### src/rtl/rr_arbiter.sv
// N-way round-robin arbiter with a registered one-hot grant and rotating priority pointer.
// Optional feature: define RR_ARB_LOCK_EN to let an owner keep its grant for up to MAX_HOLD cycles.
module rr_arbiter #(
  parameter int N        = 4,
  parameter int MAX_HOLD = 8,
  localparam int IDW     = $clog2(N)
) (
  input  logic           clk,
  input  logic           rst,
  input  logic           en,
  input  logic [N-1:0]   req,
  output logic [N-1:0]   gnt,
  output logic [IDW-1:0] gnt_id,
  output logic           gnt_valid
);

  if (N < 2 || N > 32) begin : g_bad_n
    $error("rr_arbiter: N must be in 2..32");
  end
  if (MAX_HOLD < 1 || MAX_HOLD > 255) begin : g_bad_hold
    $error("rr_arbiter: MAX_HOLD must be in 1..255");
  end

  logic [N-1:0]   gnt_q, gnt_d;
  logic [IDW-1:0] gnt_id_q, gnt_id_d;
  logic [IDW-1:0] ptr_q, ptr_d;
`ifdef RR_ARB_LOCK_EN
  logic [7:0]     hold_cnt_q, hold_cnt_d;
`endif
  int             win;

  // Rotating the doubled request vector by ptr puts the highest-priority
  // requester at bit 0; the lowest set bit then maps back to the winner index.
  function automatic int rr_pick(input logic [N-1:0] r, input logic [IDW-1:0] p);
    logic [2*N-1:0] dbl;
    int             w;
    dbl = {r, r} >> p;
    w   = -1;
    for (int i = N - 1; i >= 0; i--) begin
      if ((dbl & ((2*N)'(1) << i)) != '0) begin
        w = int'(p) + i;
        if (w >= N) w = w - N;
      end
    end
    return w;
  endfunction

  always_comb begin
    gnt_d    = gnt_q;
    gnt_id_d = gnt_id_q;
    ptr_d    = ptr_q;
`ifdef RR_ARB_LOCK_EN
    hold_cnt_d = hold_cnt_q;
`endif
    win = rr_pick(req, ptr_q);
    if (!en || win < 0) begin
      gnt_d    = '0;
      gnt_id_d = '0;
`ifdef RR_ARB_LOCK_EN
      hold_cnt_d = '0;
`endif
    end
`ifdef RR_ARB_LOCK_EN
    else if (gnt_q != '0 && (req & gnt_q) != '0 && hold_cnt_q < 8'(MAX_HOLD)) begin
      hold_cnt_d = hold_cnt_q + 8'd1;
    end
`endif
    else begin
      gnt_d    = N'(1) << win;
      gnt_id_d = IDW'(win);
      ptr_d    = (win == N - 1) ? '0 : IDW'(win + 1);
`ifdef RR_ARB_LOCK_EN
      hold_cnt_d = 8'd1;
`endif
    end
  end

  always_ff @(posedge clk) begin
    if (rst) begin
      gnt_q    <= '0;
      gnt_id_q <= '0;
      ptr_q    <= '0;
`ifdef RR_ARB_LOCK_EN
      hold_cnt_q <= '0;
`endif
    end else begin
      gnt_q    <= gnt_d;
      gnt_id_q <= gnt_id_d;
      ptr_q    <= ptr_d;
`ifdef RR_ARB_LOCK_EN
      hold_cnt_q <= hold_cnt_d;
`endif
    end
  end

  assign gnt       = gnt_q;
  assign gnt_id    = gnt_id_q;
  assign gnt_valid = |gnt_q;

endmodule

### config.mk
export PLATFORM = sky130hd
export DESIGN_NAME = rr_arbiter
export DESIGN_NICKNAME = d
export VERILOG_FILES = /design/src/rtl/rr_arbiter.sv
export SDC_FILE = /design/constraint.sdc
export NUM_CORES = 1
export LEC_CHECK = 0
export CAP_MARGIN = 20
export CORE_AREA = 5 5 42 44
export DETAILED_ROUTE_END_ITERATION = 16
export DIE_AREA = 0 0 47 49
export DONT_BUFFER_PORTS = 1
export SYNTH_ARGS = -nofsm -noshare
export SYNTH_HDL_FRONTEND = slang
export SYNTH_SLANG_ARGS = --single-unit
### constraint.sdc
create_clock -name clk -period 3 [get_ports clk]
set_input_delay 0.6 -clock clk [delete_from_list [all_inputs] [get_ports clk]]
set_output_delay 0.6 -clock clk [all_outputs]
set_load 0.03 [all_outputs]
==> impl_metrics.py, run 1 <==
metrics = {
    "run_status": {
        "outcome": "finished clean",
    },
    "clocking": {
        "clk_latency_ns": 0.25,
        "cts_num_sinks": 8,
        "cts-resized-gates": 0,
        "post-cts-setup-buffers": 0,
        "clk_pin_slew_ns": 0.05,
        "cts_buffers": 3,
        "cts_tree": "built",
        "cts_max_level": 1,
        "cts.hold.buffers_added": 0,
        "cts_buffer_depth": 2,
        "root_buffer": "clkbuf_4",
    },
    "timing": {
        "clock.fmax_mhz": 409.7,
        "slew_headroom_pct": 65.66,
        "worst_slew_pin_slew_ns": 0.5144,
        "slew_viol_final": 0,
        "timing.setup.tns_ns": 0,
        "finalHoldViolations": 0,
        "period_needed_ns": 2.441,
        "setup_violations": 0,
        "rsz0062_at_grt": "false",
        "finalCritPeriodShare_pct": 81.37,
        "skew_ns": 0.002989,
    },
    "routing": {
        "num_vias": 454,
        "wirelength_um": 1080,
        "drt_iter0_markers": 5,
        "first_pass_iters": 3,
        "viasPerCell": 5.747,
        "drc": 0,
        "ant_nets": 0,
        "wire_per_inst_um": 13.67,
    },
    "worst_setup_path": {
        "cpPeakStageDelay_ns": 0.62,
        "arrival_ns": 2.62,
        "path_max_fanout": 11,
        "critPathLaunchType": "flip-flop",
        "required_ns": 3.18,
        "crit_slowest_cell": "mux4_2",
        "path_class": "reg -> reg",
        "worst_setup_path_end_kind": "flip-flop",
        "path_cells": "mux4_2 -> or3b_1 -> a31oi_4 -> inv_2 -> ha_1 -> nor2_1 -> o21ai_0 -> mux2i_1",
    },
    "synthesis": {
        "synth.distinct_cells": 29,
        "ys.flop_type": "dfxtp_1",
        "ys_warn_count": 0,
        "ys_seq_area_share_pct": 27.00,
        "synthArstFlopShare_pct": 0,
        "synth_area_leaders": "dfxtp_1, ha_1, mux2i_1",
        "ys_ff_latch": 8,
        "yosysMostFrequentCell": "dfxtp_1",
        "synth_top_area_share_pct": 27.00,
        "synthDominantAreaCellType": "dfxtp_1",
        "syn-instance-count": 62,
        "synth_nets": 73,
        "syn_area_um2": 593.1,
        "syn_avg_cell_area_um2": 9.566,
        "synth_edf_count": 0,
    },
    "floorplanning": {
        "start_util_pct": 42.32,
        "die_w_um": 47,
        "ios": 14,
        "dieArea_um2": 2303,
        "row_count": 14,
        "core-area_um2": 1401,
        "die_y_um": 49,
    },
    "layout": {
        "drive_above_1_share_pct": 15.87,
        "num_antenna_cells": 0,
        "finalNetCount": 76,
        "area_growth_syn_to_layout_pct": 4.852,
    },
    "power": {
        "p_leak_nw": 0.2590,
        "total_power_uw": 586.4,
        "power-per-cell-area_nw_per_um2": 942.9,
        "peakVddDrop_mv": 0.3089,
    },
    "hold_path": {
        "hp-class": "in -> reg",
    },
    "placement": {
        "routabilityCongestion": 0.7842,
        "dp_hpwl_um": 840.3,
        "io_buffers": 0,
    },
    "grt": {
        "grt_usage_pct": 10.28,
        "gr-usage-met1_pct": 11.43,
        "grt_pass1_wl_um": 1725,
        "antenna_found_initial": 0,
        "grt_use_met3_pct": 3.690,
        "gr-total-overflow": 0,
        "grt_max_degree": 17,
        "busiest_layer": "met2",
        "grt_pass1_vias": 428,
        "grt_use_met2_pct": 14.93,
    },
    "flow_run": {
        "drv_cap": 0,
    },
}
final cells by class:
type	count	area, um2
Fill cell	141	779.5
Multi-Input combinational cell	47	396.6
Sequential cell	8	160.2
Clock buffer	3	22.52
Tap cell	16	20.02
Inverter	4	15.01
Timing Repair Buffer	1	7.507
through the flow:
step | worst slack [ns] | hold slack (ns) | instances | cell area [um2] | util, %
after floorplan | 0.7159 | 0.6657 | 62 | 593.1 | -
after global placement | 0.5717 | 0.6058 | 76 | 599.3 | 42.77
after detailed placement | 0.5742 | 0.6058 | 76 | 599.3 | 42.77
after CTS | 0.5445 | 0.5504 | 79 | 621.8 | 44.38
after global routing | 0.2860 | 0.5618 | 79 | 621.8 | 44.38
final | 0.5590 | 0.5582 | 79 | 621.8 | 44.38
registers in the layout (all words and copies together), names as in the netlist:
name / cells
gnt_id: 2
gnt: 4
ptr_q: 2
worst max-delay path: cells and delay by family, from the launching register on:
family | cells | cell delay [ns]
mux | 2 | 0.76
compound gates | 2 | 0.31
flops | 1 | 0.53
fa+ha+maj | 1 | 0.19
simple gates | 2 | 0.52
buf+inv | 1 | 0.07
power breakdown:
| group | leakage [nW] | switching [mW] | internal, mW | total (mW) |
|---|---|---|---|---|
| clock network | 0.0138 | 0.0342 | 0.0456 | 0.0798 |
| logic | 0.180 | 0.160 | 0.136 | 0.297 |
| registers | 0.0653 | 0.0762 | 0.133 | 0.210 |
cells by family after synthesis:
group                    synth area share, %
AND/OR/NAND/NOR                        29.96
buffers and inverters                  6.117
multiplexers                           14.35
adder cells (fa/ha/maj)                8.439
flip-flops                             27.00
AO/OA/AOI/OAI                          14.13
final timing paths:
| path | start | to | slack (ns) | depth (start not counted) |
|---|---|---|---|---|
| worst min register to register | ptr_q[0] | ptr_q[0] | 0.62 | 2 |
| worst max register to register | ptr_q[0] | ptr_q[0] | 0.56 | 8 |
| worst max-delay path | ptr_q[0] | ptr_q[0] | 0.56 | 8 |
| worst min-delay path | rst | ptr_q[0] | 0.56 | 3 |
layer usage:
layer | routed length, um | vias up
met2 | 532 | 11
met4 | 0 | 0
met1 | 478 | 207
met3 | 70 | 0
li1 | - | 236
met5 | 0 | -
cells in the final DEF (no fill, tap or decap), types with 2 or more instances in the layout:
cell type	instances
dfxtp_1	8
nor4bb_1	4
mux2i_1	4
nand2_1	4
nor3_1	4
ha_1	4
inv_1	3
o21a_1	3
nor2_1	3
clkbuf_4	3
and4b_1	2
nor4b_1	2
mux2_2	2
o21ai_0	2
No activity file was read; power rests on OpenSTA's default activity.
==> inputs of run 2 (changes only) <==
==> constraint.sdc (replaced) <==
create_clock -name clk -period 2.4 [get_ports clk]
set_input_delay 0.48 -clock clk [delete_from_list [all_inputs] [get_ports clk]]
set_output_delay 0.48 -clock clk [all_outputs]
set_load 0.03 [all_outputs]
==> run 2 against run 1 <==
  * Sequential cell count is the same
  * Critical path depth up 1
  * Setup slack worse by 0.35 ns
  * Sequential power up 13%
  * Final cell count increased by 3.8%
  * Critical path type unchanged
  * Power grew 36%
  * Maximum frequency grew 11%
==> impl_metrics.py, run 2 (synthesis gave the netlist of run 1 again) <==
metrics = {
    "routing": {
        "drt_iter0_markers": 12,
        "num_vias": 456,
        "drc": 0,
        "viasPerCell": 5.561,
        "wirelength_um": 1105,
        "wire_per_inst_um": 13.48,
        "first_pass_iters": 4,
        "ant_nets": 0,
    },
    "power": {
        "total_power_uw": 796.4,
        "p_leak_nw": 0.2758,
        "power-per-cell-area_nw_per_um2": 1219,
        "peakVddDrop_mv": 0.3983,
    },
    "layout": {
        "final_common_cell": "dfxtp_1",
        "finalNetCount": 79,
        "drive_above_1_share_pct": 22.73,
        "fin_cells": 82,
        "num_antenna_cells": 0,
        "final_cell_mix": "dfxtp_1, nor4bb_1, nand2_1, nor3_1, ha_1",
        "area_growth_syn_to_layout_pct": 10.13,
        "largest_reg_flops": 4,
    },
    "floorplanning": {
        "die_y_um": 49,
        "row_count": 14,
        "core-area_um2": 1401,
        "start_util_pct": 42.32,
        "die_w_um": 47,
        "ios": 14,
        "dieArea_um2": 2303,
    },
    "placement": {
        "dp_hpwl_um": 880.2,
        "io_buffers": 0,
        "routabilityCongestion": 0.8011,
        "placed_cells": 79,
        "post-place-ws_ns": 0.1144,
    },
    "clocking": {
        "cts.hold.buffers_added": 0,
        "cts_num_sinks": 8,
        "root_buffer": "clkbuf_4",
        "clk_latency_ns": 0.25,
        "cts_buffer_depth": 2,
        "cts-resized-gates": 0,
        "cts_buffers": 3,
        "clk_pin_slew_ns": 0.05,
        "cts_max_level": 1,
        "post-cts-setup-buffers": 0,
        "cts_tree": "built",
    },
    "grt": {
        "grt_max_degree": 15,
        "grt_pass1_wl_um": 1656,
        "grt_usage_pct": 10.02,
        "gr-total-overflow": 0,
        "grt_pass1_vias": 411,
        "antenna_found_initial": 0,
    },
    "timing": {
        "clock.fmax_mhz": 455.6,
        "finalCritPeriodShare_pct": 91.45,
        "layout_setup_ws_ns": 0.2053,
        "setup_violations": 0,
        "period_needed_ns": 2.195,
        "timing.setup.tns_ns": 0,
        "finalHoldViolations": 0,
        "slew_viol_final": 0,
        "skew_ns": 0.001114,
        "rsz0062_at_grt": "false",
        "slew_headroom_pct": 70.03,
        "worst_slew_pin_slew_ns": 0.4476,
        "fin_hold_ws_ns": 0.4368,
    },
    "hold_path": {
        "hp-class": "in -> reg",
        "hold_start": "rst",
    },
    "worst_setup_path": {
        "arrival_ns": 2.32,
        "critPathLaunchType": "flip-flop",
        "path_max_fanout": 6,
        "crit_start": "ptr_q[1]",
        "path_class": "reg -> reg",
        "worst_setup_path_end_kind": "flip-flop",
        "r2r_start": "ptr_q[1]",
        "required_ns": 2.52,
    },
    "run_status": {
        "outcome": "finished clean",
    },
    "flow_run": {
        "drv_cap": 0,
    },
}
[run 2: area by class of cell]
cell class	count	area [um2]
well taps	16	20.02
clock buffers	3	22.52
multi-input cells	47	400.4
repair buffers	4	33.78
flip-flops and latches	8	161.4
inverters	4	15.01
fillers	134	748.2
[run 2: per-stage QoR]
stage | util [%] | cell area (um2)
2_1_floorplan | - | 593.1
3_3_place_gp | 44.38 | 621.8
3_5_place_dp | 44.38 | 621.8
4_1_cts | 45.98 | 644.4
5_1_grt | 46.61 | 653.1
6_report | 46.61 | 653.1
[run 2: power by group]
part | internal [mW] | switching, mW | total, mW
Sequential | 0.169 | 0.0681 | 0.237
Clock | 0.0568 | 0.0400 | 0.0968
Combinational | 0.218 | 0.245 | 0.463
Total | 0.443 | 0.353 | 0.796
[run 2: final timing paths]
kind,endpoint,slack [ns],depth (start not counted)
worst max-delay path,ptr_q[0],0.21,9
worst min-delay path,ptr_q[0],0.44,3
worst max register to register,ptr_q[0],0.21,9
worst min register to register,ptr_q[0],0.66,3
[run 2: metal layers]
| metal | wire (um) | part of all wire (%) | global-route usage [%] | vias to the layer above |
|---|---|---|---|---|
| li1 | - | - | - | 242 |
| met4 | 10 | 0.90 | 6.912 | 0 |
| met3 | 82 | 7.4 | 4.059 | 2 |
| met1 | 478 | 43 | 9.956 | 200 |
| met5 | 0 | 0 | 0 | - |
| met2 | 534 | 48 | 16.06 | 12 |
[run 2: critical path: stages (launching register included)]
cell,delay (ns)
dfxtp_1,0.36
and4b_1,0.21
or4_4,0.52
o211a_1,0.24
or2_1,0.28
inv_1,0.11
ha_1,0.15
nor2_1,0.04
o21ai_0,0.06
mux2i_1,0.10
==> inputs of run 3 (changes only) <==
--- a/config.mk
+++ b/config.mk
@@ -10,6 +10,7 @@
 export DETAILED_ROUTE_END_ITERATION = 16
 export DIE_AREA = 0 0 47 49
 export DONT_BUFFER_PORTS = 1
+export SETUP_SLACK_MARGIN = 0.05
 export SYNTH_ARGS = -nofsm -noshare
 export SYNTH_HDL_FRONTEND = slang
 export SYNTH_SLANG_ARGS = --single-unit
==> results of run 3 <==
Same layout as run 2: the final DEF is identical, and so are final timing and power.
